<file path="src/rtl/div_restoring_radix_2_if.sv">
// Operand/result handshake bundle for the restoring divider.
// Slave is the divider, master drives operands and consumes results.
interface div_restoring_radix_2_if #(
  parameter int DATA_WIDTH = 4
);
  logic                  in_valid;
  logic                  in_ready;
  logic [DATA_WIDTH-1:0] A;
  logic [DATA_WIDTH-1:0] B;
  logic                  out_valid;
  logic                  out_ready;
  logic [DATA_WIDTH-1:0] q;
  logic [DATA_WIDTH-1:0] r;
  logic                  div_by_zero;

  modport slave (
    input  in_valid, A, B, out_ready,
    output in_ready, out_valid, q, r, div_by_zero
  );

  modport master (
    output in_valid, A, B, out_ready,
    input  in_ready, out_valid, q, r, div_by_zero
  );
endinterface

</file>
<file path="src/rtl/div_restoring_radix_2.sv">
// Sequential unsigned restoring divider, one quotient bit per clock.
// Result registers load only on the final iteration and are held until the next one.
module div_restoring_radix_2 #(
  parameter int DATA_WIDTH = 4
) (
  input  logic clk,
  input  logic rst,
  div_restoring_radix_2_if.slave bus
);
  localparam int W  = DATA_WIDTH;
  localparam int CW = (W > 2) ? $clog2(W) : 1;
  localparam logic [CW-1:0] LAST = CW'(W - 1);

  typedef enum logic [1:0] {IDLE, CALC, DONE} state_t;

  state_t        r_state, w_next;
  logic [W-1:0]  r_rem;
  logic [W-1:0]  r_quo;
  logic [W-1:0]  r_div;
  logic [CW-1:0] r_cnt;
  logic [W-1:0]  r_q;
  logic [W-1:0]  r_r;
  logic          r_dbz;

  logic          w_accept;
  logic [W:0]    w_shift;
  logic [W:0]    w_trial;
  logic          w_ge;
  logic [W-1:0]  w_rem_nxt;
  logic [W-1:0]  w_quo_nxt;

  assign w_accept = (r_state == IDLE) && bus.in_valid;

  // The restored remainder is always below the divisor, so W bits hold it;
  // the shift and trial subtract still run at W+1 bits.
  assign w_shift   = {r_rem, r_quo[W-1]};
  assign w_trial   = w_shift - {1'b0, r_div};
  assign w_ge      = ~w_trial[W];
  assign w_rem_nxt = w_ge ? w_trial[W-1:0] : w_shift[W-1:0];
  assign w_quo_nxt = {r_quo[W-2:0], w_ge};

  always_comb begin
    w_next = r_state;
    case (r_state)
      IDLE:    if (bus.in_valid)      w_next = CALC;
      CALC:    if (r_cnt == LAST)     w_next = DONE;
      DONE:    if (bus.out_ready)     w_next = IDLE;
      default:                        w_next = IDLE;
    endcase
  end

  always_ff @(posedge clk) begin
    if (rst) r_state <= IDLE;
    else     r_state <= w_next;
  end

  always_ff @(posedge clk) begin
    if (rst) begin
      r_rem <= '0;
      r_quo <= '0;
      r_div <= '0;
      r_cnt <= '0;
      r_q   <= '0;
      r_r   <= '0;
      r_dbz <= 1'b0;
    end else if (w_accept) begin
      r_rem <= '0;
      r_quo <= bus.A;
      r_div <= bus.B;
      r_cnt <= '0;
      r_dbz <= (bus.B == '0);
    end else if (r_state == CALC) begin
      r_rem <= w_rem_nxt;
      r_quo <= w_quo_nxt;
      r_cnt <= r_cnt + 1'b1;
      if (r_cnt == LAST) begin
        r_q <= w_quo_nxt;
        r_r <= w_rem_nxt;
      end
    end
  end

  assign bus.in_ready    = (r_state == IDLE);
  assign bus.out_valid   = (r_state == DONE);
  assign bus.q           = r_q;
  assign bus.r           = r_r;
  assign bus.div_by_zero = r_dbz;
endmodule

</file>
<file path="src/flat_wrapper.sv">
// flat-port wrapper written by rule: the top's interface ports become plain ports
module div_restoring_radix_2_flat 
#(
  parameter int DATA_WIDTH = 4
)
  (clk, rst, bus_in_valid, bus_A, bus_B, bus_out_ready, bus_in_ready, bus_out_valid, bus_q, bus_r, bus_div_by_zero);
  div_restoring_radix_2_if #(.DATA_WIDTH(DATA_WIDTH)) bus_i ();
  input  logic clk;
  input  logic rst;
  input wire logic [$bits(bus_i.in_valid)-1:0] bus_in_valid;
  input wire logic [$bits(bus_i.A)-1:0] bus_A;
  input wire logic [$bits(bus_i.B)-1:0] bus_B;
  input wire logic [$bits(bus_i.out_ready)-1:0] bus_out_ready;
  output wire logic [$bits(bus_i.in_ready)-1:0] bus_in_ready;
  output wire logic [$bits(bus_i.out_valid)-1:0] bus_out_valid;
  output wire logic [$bits(bus_i.q)-1:0] bus_q;
  output wire logic [$bits(bus_i.r)-1:0] bus_r;
  output wire logic [$bits(bus_i.div_by_zero)-1:0] bus_div_by_zero;
  assign bus_i.in_valid = bus_in_valid;
  assign bus_i.A = bus_A;
  assign bus_i.B = bus_B;
  assign bus_i.out_ready = bus_out_ready;
  assign bus_in_ready = bus_i.in_ready;
  assign bus_out_valid = bus_i.out_valid;
  assign bus_q = bus_i.q;
  assign bus_r = bus_i.r;
  assign bus_div_by_zero = bus_i.div_by_zero;
  div_restoring_radix_2 #(.DATA_WIDTH(DATA_WIDTH)) u_core (.clk(clk), .rst(rst), .bus(bus_i));
endmodule
</file>
<file path="config.mk">
export PLATFORM = sky130hd
export DESIGN_NAME = div_restoring_radix_2_flat
export DESIGN_NICKNAME = d
export VERILOG_FILES = /design/src/rtl/div_restoring_radix_2_if.sv /design/src/rtl/div_restoring_radix_2.sv /design/src/flat_wrapper.sv
export SDC_FILE = /design/constraint.sdc
export NUM_CORES = 1
export LEC_CHECK = 0
export ABC_AREA = 1
export CORE_AREA = 2 2 61 63
export DETAILED_ROUTE_END_ITERATION = 7
export DIE_AREA = 0 0 63 65
export GPL_TIMING_DRIVEN = 0
export PLACE_DENSITY = 0.64
export RECOVER_POWER = 50
export SLEW_MARGIN = 20
export SYNTH_ARGS = -nofsm -noshare
export SYNTH_HDL_FRONTEND = slang
export SYNTH_SLANG_ARGS = --single-unit
</file>
<file path="constraint.sdc">
create_clock -name clk -period 3.6 [get_ports clk]
set_input_delay 0.72 -clock clk [delete_from_list [all_inputs] [get_ports clk]]
set_output_delay 0.72 -clock clk [all_outputs]
set_load 0.05 [all_outputs]
</file>
* Word-level counts from Yosys, hierarchy flattened
Cells that the tools add are included.
Widths: inputs -> output; s select.
** Word-level totals
- Flip-flop bits (word level) :: 25
- Logic and storage cells :: 32
** Operators by class
- Bitwise gates (word level) :: 2
- Multiplexer cells :: 7
- Equality and inequality tests :: 6
- Reductions and logical operators :: 7
- $add $sub $neg :: 2
** Operators by type and width (count)
- $mux 4 :: 3
- $mux 2 :: 3
- $ne 2x2->1 const B :: 3
- $pmux 2 s3 :: 1
- $reduce_and 3->1 :: 2
- $sub 5x4->5 :: 1
- $eq 2x2->1 const B :: 2
- $logic_not 4->1 :: 1
- $add 2x1->2 const B :: 1
- $eq 2x1->1 const B :: 1
- $logic_not 2->1 :: 1
- $not 1->1 :: 2
- $reduce_bool 2->1 :: 1
- $reduce_or 2->1 :: 1
- $logic_and 1x1->1 :: 1

* Longest topological paths before layout
Gate-level depths: netlist (run 1).
- Word-level depth :: 4
- Depth in mapped cells :: 12
- Depth with buffers taken out :: 12

* Least setup slack after synthesis (run 1)
OpenSTA, ideal clock, no wires.
- Path type :: register to output
- Start :: reg u_core.r_state[1]
- End :: out bus_out_valid
- Setup slack :: 1.813 ns
- Arrival :: 1.067 ns
- Path buffers :: 0
- Cell stages (with the launch flop) :: 3
- Required time :: 2.880 ns
- Cell sequence :: dfxtp_1 > inv_2 > nor2_1
** On the way
- Longest elaborated chain between the ends :: 1
** RTL lines
- start: declaration :: RTL line div_restoring_radix_2.sv:16 : state_t r_state, w_next;
- start signal: assignment :: RTL line div_restoring_radix_2.sv:54 : else r_state <= w_next;
- $eq 2x2->1 :: RTL line div_restoring_radix_2.sv:84 : assign bus.out_valid = (r_state == DONE);
- end: declaration :: RTL line flat_wrapper.sv:15 : output wire logic [$bits(bus_i.out_valid)-1:0] bus_out_valid;
Every way passes these cells.

* Worst setup path in the final report (run 1)
Same ends and word-level chain as after synthesis.

==> flow_results.org, run 1 <==
** Timing
- Setup repair after global routing missed its margin :: false
- Worst-Margin Slew :: 0.497 ns
- Hold is met by 0.480 ns.
- Adding up every negative setup slack in the final design gives 0 ns.
- Final-report hold violation count :: 0
- Setup violations remaining at the end of the flow were counted as 0.
- Highest clock rate :: 410 MHz
- Worst max-slew margin expressed relative to the limit :: 66.8%
- The final number of max-transition violations was 0.
- Clk_skew :: 0.0108 ns
- Final worst path period need :: 2.44 ns
- After layout, the worst path uses 67.7% of the clock period.

** Die
- Area of the core :: 3500 µm²
- I/O Pins :: 23
- Die W :: 63 µm
- Measured along the y axis, the die boundary spans 65 µm.
- The die covers 4100 µm².
- Rows :: 22
- The initial utilization of the core area, before any placement, comes to 37.4%.

** Global routing
- Total congestion overflow :: 0
- Wire length of the first global-routing pass :: 4580 µm
- GR Util All Layers :: 14.1%
- Largest net degree at the start of global routing :: 16
- Vias in the first global route :: 1040
- Met3 demand-to-capacity share in global routing :: 3.65%
- For this run, global-route usage on met2 was measured as 23.9%.
- The initial antenna violation count came to 0.
- For met1 alone, demand over resource in global routing was 18.3%.
- GRT Max-Usage Layer :: met2

** Logic synthesis
- Number of instances in the synthesized netlist :: 176
- For this run, the number of Yosys warnings is 0.
- Synth Register Bits :: 25
- After synthesis, the netlist uses 28 different library cells.
- Count of flip-flops with a built-in enable after synthesis :: 0
- The number of nets in the synthesized netlist is 194.
- Post-Synthesis Mean Instance Area :: 7.43 µm²
- Post-synth design cell area :: 1310 µm²
- In the synthesized netlist the dominant register cell turns out to be sky130_fd_sc_hd__dfxtp_1.
- Sequential cells were found to cover 38.3% of the synthesized design area.
- For this run, asynchronously set or reset flops after synthesis account for 0%.

** Clocking
- Post-CTS timing repair inserted 0 buffers for setup.
- Number of hold buffers added after cts :: 0
- Number of buffers created by CTS :: 3
- Clock root buffer master :: sky130_fd_sc_hd__clkbuf_4
- CTS tree :: done
- Counting along the longest clock path gives a buffer depth of 2.
- Number of H-tree levels :: 1
- Sink count of the clock tree :: 25
- Clock input transition at the sequential cells of the worst setup and hold paths :: 0.15 ns
- Worst-skew pair later-pin latency :: 0.33 ns
- Post-CTS sizing :: 0

** Setup path
- In this run the worst path has a maximum fanout of 2.
- By startpoint and endpoint, the worst setup path is classified as reg -> out.
- Traced cell by cell, the critical path runs through inv_2 > nor2_1 > clkdlybuf4s50_1.
- Counting both buffers and inverters, the worst setup path holds a total of 2.
- The worst setup path is captured at an output pin.
- The largest single stage delay on the critical path is 0.82 ns.
- Kind of start point of the critical path :: flop
- STA puts the critical path data required time at 2.88 ns.
- Kind of cell adding the most delay to the critical path :: buffers and inverters
- Critical path arrival :: 1.72 ns
- On the critical path, the stage with the largest delay is an instance of sky130_fd_sc_hd__clkdlybuf4s50_1.

** Pwr
- Leakage power total :: 0.688 nW
- Dividing total power by cell area gives a power density of 361 nW/µm².
- Design Power :: 0.562 mW
- Max IR drop VDD :: 0.284 mV

** Flow run
- Max_cap viols :: 0

** Routing
- First-pass iteration count of the detailed router :: 4
- Detail Route Antenna Nets :: 0
- Post-detailed-routing wire length :: 2590 µm
- Count of routing violations after the opening detailed-route iteration :: 35
- Final routed DRC violation total :: 0
- The routed layout has 1155 vias.
- Vias/cell :: 4.64
- Routed len/inst :: 10.4 µm

** Finish
- ANT cells :: 0
- Utilization of the core after routing :: 44.6%
- Nets :: 220
- From synthesis to final layout, the design area changed by 19.1%.
- Fraction of layout cells with a size suffix above 1 :: 7.46%
- Final non-filler cell area :: 1560 µm²

** Min path
- The min-delay analysis places its worst path in the category reg -> reg.

** Place
- Summed over all nets, the half-perimeter wirelength after detailed placement is 2030 µm.
- Input/output buffers :: 21
- Placer Congestion :: 0.777
- Once placement finished, the instance area stood at 1580 µm².

** Run status
- The flow ran to the end, and the final reports show no timing, DRC or antenna violations.
==> power by group <==
group	switching (mW)	internal, mW	total, mW
Clock	0.0883	0.0425	0.131
Sequential	0.00928	0.289	0.299
Combinational	0.0798	0.0529	0.133
==> final cells by class <==
type / count / area [µm²]
Buffer: 4 / 21.3
Clock buffer: 3 / 22.5
Clock inverter: 1 / 7.51
Fill cell: 397 / 1940
Inverter: 29 / 116
Multi-Input combinational cell: 118 / 619
Sequential cell: 25 / 500
Tap cell: 48 / 60.1
Timing Repair Buffer: 21 / 210
==> Yosys cell counts, types with 2 or more instances <==
cell	number	area share, %
sky130_fd_sc_hd__nand3_1	21	8.0
sky130_fd_sc_hd__nand3_2	2	1.5
sky130_fd_sc_hd__inv_4	2	0.96
sky130_fd_sc_hd__inv_1	25	7.2
sky130_fd_sc_hd__dfxtp_1	25	38
sky130_fd_sc_hd__buf_2	2	0.77
sky130_fd_sc_hd__ha_1	5	4.8
sky130_fd_sc_hd__a21oi_1	13	5.0
sky130_fd_sc_hd__nor2_1	11	3.2
sky130_fd_sc_hd__nand2_4	2	1.7
sky130_fd_sc_hd__o21a_1	6	3.4
sky130_fd_sc_hd__o21ai_0	4	1.5
sky130_fd_sc_hd__nand2_1	41	12
sky130_fd_sc_hd__a31oi_1	3	1.4
==> stage by stage <==
stage / setup WS (ns) / cells
after detailed placement: 1.54 / 245
after CTS: 1.14 / 249
after global placement: 1.55 / 245
after floorplan: 1.81 / 176
after global routing: 1.04 / 249
final: 1.16 / 249
==> routing by layer <==
layer | vias to the layer above | part of all wire (%)
met5 | - | 0
met4 | 0 | 0.62
met3 | 4 | 4.2
met2 | 24 | 48
met1 | 512 | 47
li1 | 615 | -
==> worst register-to-register path: cells and delay by family (launching register included) <==
family	cells	cell delay, ns
and+or+nand+nor	6	0.62
adders and majority gates	2	0.61
DFF	1	0.39
buffers and inverters	3	0.18
==> cell families after synthesis <==
group,count (synthesis),share of synthesized area (%)
flops,25,38.3
simple gates,82,30.0
xor+xnor,2,1.34
compound gates,28,12.4
buf+inv,33,11.6
fa+ha+maj,6,6.32
==> final timing paths <==
path | startpoint | to | slack, ns | depth (start not counted)
setup / recovery | u_core.r_state[1] | bus_out_valid | 1.16 | 3
hold / removal | u_core.r_cnt[1] | u_core.r_cnt[1] | 0.48 | 2
setup reg to reg | u_core.r_quo[3] | u_core.bus.r[3] | 1.72 | 11
hold reg to reg | u_core.r_cnt[1] | u_core.r_cnt[1] | 0.48 | 2
==> sequential cells by signal, summed over array words and instances, names as in the netlist <==
signal,flops
u_core.bus.r,4
u_core.r_quo,4
u_core.bus.q,4
u_core.r_state,2
u_core.r_cnt,2
u_core.r_rem,4
u_core.bus.div_by_zero,1
u_core.r_div,4
==> cell usage in the layout (no fill, tap or decap) <==
cell,Yosys,layout
sky130_fd_sc_hd__nand3_2,2,1
sky130_fd_sc_hd__inv_2,1,1
sky130_fd_sc_hd__o21a_1,6,6
sky130_fd_sc_hd__o21ai_0,4,4
sky130_fd_sc_hd__xor2_1,1,1
sky130_fd_sc_hd__dlygate4sd3_1,0,2
sky130_fd_sc_hd__clkbuf_4,0,3
sky130_fd_sc_hd__nand3_1,21,22
sky130_fd_sc_hd__o21ai_1,1,1
sky130_fd_sc_hd__a21oi_1,13,13
sky130_fd_sc_hd__nor2_1,11,12
sky130_fd_sc_hd__clkbuf_1,0,1
sky130_fd_sc_hd__inv_6,1,1
sky130_fd_sc_hd__dfxtp_1,25,25
sky130_fd_sc_hd__a31oi_1,3,3
sky130_fd_sc_hd__clkinvlp_2,0,2
sky130_fd_sc_hd__nor2_2,1,1
sky130_fd_sc_hd__nand2_1,41,43
sky130_fd_sc_hd__clkinvlp_4,0,1
sky130_fd_sc_hd__clkdlybuf4s50_1,0,19
sky130_fd_sc_hd__xnor2_1,1,1
sky130_fd_sc_hd__nand2_4,2,1
sky130_fd_sc_hd__buf_4,1,1
sky130_fd_sc_hd__inv_1,25,25
sky130_fd_sc_hd__nor4_1,1,1
sky130_fd_sc_hd__or2_1,1,1
sky130_fd_sc_hd__ha_1,5,5
sky130_fd_sc_hd__buf_2,2,2
sky130_fd_sc_hd__a21oi_2,1,1
sky130_fd_sc_hd__fa_1,1,1
Power figures use the tool's default switching activity.
==> inputs of run 2 (changes only) <==
--- a/config.mk
+++ b/config.mk
@@ -10,7 +10,7 @@
 export DETAILED_ROUTE_END_ITERATION = 7
 export DIE_AREA = 0 0 63 65
 export GPL_TIMING_DRIVEN = 0
-export PLACE_DENSITY = 0.64
+export PLACE_DENSITY = 0.66
 export RECOVER_POWER = 50
 export SLEW_MARGIN = 20
 export SYNTH_ARGS = -nofsm -noshare
==> constraint.sdc (replaced) <==
create_clock -name clk -period 2.16 [get_ports clk]
set_input_delay 0.432 -clock clk [delete_from_list [all_inputs] [get_ports clk]]
set_output_delay 0.432 -clock clk [all_outputs]
set_load 0.05 [all_outputs]
==> run 2 against run 1 <==
  * First-iteration DRC count grew 57%
  * Power grew 65%
  * Sequential power grew 66%
  * Critical path depth shrank 2
  * Critical path type unchanged
  * Highest routed layer unchanged
==> flow_results.org, run 2 (synthesized netlist as in run 1, its figures left out) <==
** Run status
- The run finished with clean final reports.

** Clocking
- After clock tree synthesis, the clock-pin slew on the worst setup and hold paths is 0.15 ns.
- The root buffer cell chosen for the clock tree is sky130_fd_sc_hd__clkbuf_4.
- After clock tree synthesis, the flow added hold-fix buffers numbering 0.
- TritonCTS built the clock tree.
- Worst-skew pair later-pin latency :: 0.32 ns
- In this run the number of H-tree levels came out at 1.
- Counting the buffers created by CTS gives 3.
- The clock net in this run drives a total of 25 sinks.
- Worst-case clock buffer depth :: 2

** Setup path
- Worst setup path endpoint :: bus_q[2]
- The worst setup path is launched from a flop.
- Reg2Reg Launch Point :: u_core.r_quo[3]
- Capture point of the worst reg-to-reg path :: u_core.bus.r[3]
- Grouping stages by cell kind, the critical path spends the most delay in buffers and inverters.
- Counting cells, the worst reg-to-reg path comes to 11.
- Number of buffer and inverter stages on the critical path :: 1
- Required time worst endpoint :: 1.73 ns
- The critical path is of the reg -> out type.
- Crit path launch :: u_core.bus.q[2]
- Longest individual stage delay on the worst path :: 0.80 ns
- In this run the number of cells on the critical path is 1.
- Critical path arrival :: 1.49 ns
- R2R Setup Slk :: 0.26 ns
- Crit path cell chain :: clkdlybuf4s50_1
- Max Fanout on Critical Path :: 2
- For this design, the slowest cell found on the critical path is sky130_fd_sc_hd__clkdlybuf4s50_1.
- The worst setup path is captured at an output pin.

** Timing
- Setup violators final :: 0
- Setup repair after global routing left no endpoint under its margin.
- Final worst-path cycle share :: 88.9%
- Number of pins exceeding their max-slew limit in the final report :: 0
- For the pin with the worst max-slew slack, the measured transition is 0.592 ns.
- Summed over all failing endpoints, the final setup total negative slack is 0 ns.
- Final worst path period need :: 1.92 ns
- Clk_skew :: 0.0131 ns
- Highest clock rate :: 521 MHz
- The final count of hold timing violations was 0.
- Final critical-path setup slack :: 0.241 ns
- Headroom to the max-slew limit came out at 60.7%.

** Global routing
- Total congestion overflow :: 0
- Wire length of the first global-routing pass :: 4590 µm
- The initial antenna violation count is 0.
- Global routing used 14.2% of the available tracks.
- Largest net degree at the start of global routing :: 16
- The via count of the first global-routing pass was 1040.

** Pwr
- Registers are responsible for 53.5% of the overall power.
- The internal power of the cells totals 0.639 mW.
- Max IR drop VDD :: 0.407 mV
- Sw power :: 0.291 mW
- Switching share of power :: 31.3%
- For this design the static power due to leakage is 0.691 nW.
- Of the total power, the clock network draws 23.0%.
- Cell area power density :: 602 nW/µm²
- Of the total power, combinational logic draws 23.6%.

** Finish
- Compared with the post-synthesis result, the final layout area differs by 18.2%.
- Non-filler cells, final :: 249
- ANT cells :: 0
- Most frequent cells in the layout :: sky130_fd_sc_hd__nand2_1, sky130_fd_sc_hd__inv_1, sky130_fd_sc_hd__dfxtp_1, sky130_fd_sc_hd__nand3_1, sky130_fd_sc_hd__clkdlybuf4s50_1
- Nets :: 220
- The library cell used most frequently in the layout, excluding fill and tap cells, is sky130_fd_sc_hd__nand2_1.
- The post-route netlist has 6.97% of its cells at a drive strength greater than 1.

** Min path
- Path class of the lowest-slack min-delay path :: in -> reg

** Routing
- After the first detailed-routing iteration, the DRC count stood at 55.
- After detailed routing, the average wire length per cell comes to 10.3 µm.
- Vias :: 1132
- Final routed DRC violation total :: 0
- The routed design has 2570 µm of wire.
- Detail Route Antenna Nets :: 0
- Using the TritonRoute via totals, the vias-per-cell ratio works out to 4.55.
- The first detailed-routing pass took 4 iterations.

** Place
- In this run, placement finished with an instance count of 245.
- Timing analysis after detailed placement gives a worst setup slack of 0.317 ns.
- The congestion estimate from routability-driven global placement came to 0.789.
- Input/output buffers :: 21
- The HPWL after detailed placement is 2030 µm.

** Die
- For this design the top-level I/O count stands at 23.
- Rows :: 22
- Area of the core :: 3500 µm²
- Initial core utilization :: 37.4%
- The die is 65 µm tall.
- Die W :: 63 µm
- The die covers 4100 µm².

** Flow run
- Max_cap viols :: 0
run 2: cell count changes in the layout (fill, tap and decap cells not counted):
cell,before,now
sky130_fd_sc_hd__inv_2,1,0
sky130_fd_sc_hd__dlygate4sd3_1,2,1
sky130_fd_sc_hd__inv_6,1,0
sky130_fd_sc_hd__inv_1,25,26
sky130_fd_sc_hd__dlygate4sd2_1,0,1
sky130_fd_sc_hd__nand3_1,22,21
sky130_fd_sc_hd__clkbuf_1,1,2
sky130_fd_sc_hd__nand2_1,43,44
sky130_fd_sc_hd__clkdlybuf4s50_1,19,18
sky130_fd_sc_hd__nand3_2,1,2
sky130_fd_sc_hd__nand2_4,1,0
sky130_fd_sc_hd__inv_4,0,1
run 2: power by group through the flow:
| stage | clock network [mW] | logic, mW | registers [mW] |
|---|---|---|---|
| 2_1_floorplan | 0 | 0.173 | 0.506 |
| 3_3_place_gp | 0 | 0.230 | 0.508 |
| 3_5_place_dp | 0 | 0.234 | 0.508 |
| 4_1_cts | 0.226 | 0.234 | 0.498 |
| 5_1_grt | 0.251 | 0.247 | 0.501 |
| 6_report | 0.214 | 0.219 | 0.497 |
run 2: final cells by class:
class / count / area, µm²
Timing Repair Buffer: 21 / 203
Clock inverter: 1 / 7.51
Fill cell: 384 / 1950
Multi-Input combinational cell: 118 / 617
Tap cell: 48 / 60.1
Sequential cell: 25 / 500
Inverter: 29 / 114
Clock buffer: 3 / 22.5
Buffer: 4 / 21.3
run 2: per-layer routing:
metal	GRT usage [%]	share of wire (%)
met2	23.3	48
met4	4.17	0.54
met1	18.7	48
met3	3.13	3.3
met5	0	0
run 2: repair_timing:
| action | 4_1_cts | 5_1_grt |
|---|---|---|
| endpoints found under the setup margin | 1 | 1 |
| gates resized for setup | 1 | 1 |
| setup buffers | 0 | 0 |
| cloned | 0 | 0 |
| pin swaps | 0 | 0 |
run 2: worst min path at each step:
stage / from / to / slack, ns / cells after the start
6_report: rst / u_core.r_quo[0] / 0.37 / 2
5_1_grt: rst / u_core.r_quo[0] / 0.35 / 2
4_1_cts: rst / u_core.r_quo[0] / 0.36 / 2
3_5_place_dp: u_core.bus.q[3] / u_core.bus.q[3] / 0.46 / 2
3_3_place_gp: u_core.bus.q[3] / u_core.bus.q[3] / 0.46 / 2
2_1_floorplan: u_core.r_div[2] / u_core.r_div[2] / 0.43 / 2
run 2: stage by stage:
step                instance area (µm²)  utilization [%]  hold WS [ns]  power, mW
global placement                   1580             45.1         0.457      0.738
finish                             1550             44.2         0.372      0.930
CTS                                1610             46.0         0.357      0.959
floorplan                          1310                -         0.435      0.679
global route                       1550             44.2         0.353      0.999
detailed placement                 1580             45.1         0.457      0.743
run 2: worst register-to-register path, cell delays in order (launching register included):
cell and delay, ns:
sky130_fd_sc_hd__dfxtp_1 0.39, sky130_fd_sc_hd__inv_1 0.05, sky130_fd_sc_hd__ha_1 0.20, sky130_fd_sc_hd__fa_1 0.42, sky130_fd_sc_hd__inv_1 0.09, sky130_fd_sc_hd__nand3_1 0.10
sky130_fd_sc_hd__nand3_2 0.14, sky130_fd_sc_hd__nand2_1 0.12, sky130_fd_sc_hd__nand2_1 0.10, sky130_fd_sc_hd__nand3_1 0.07, sky130_fd_sc_hd__nand2_1 0.08, sky130_fd_sc_hd__inv_1 0.04
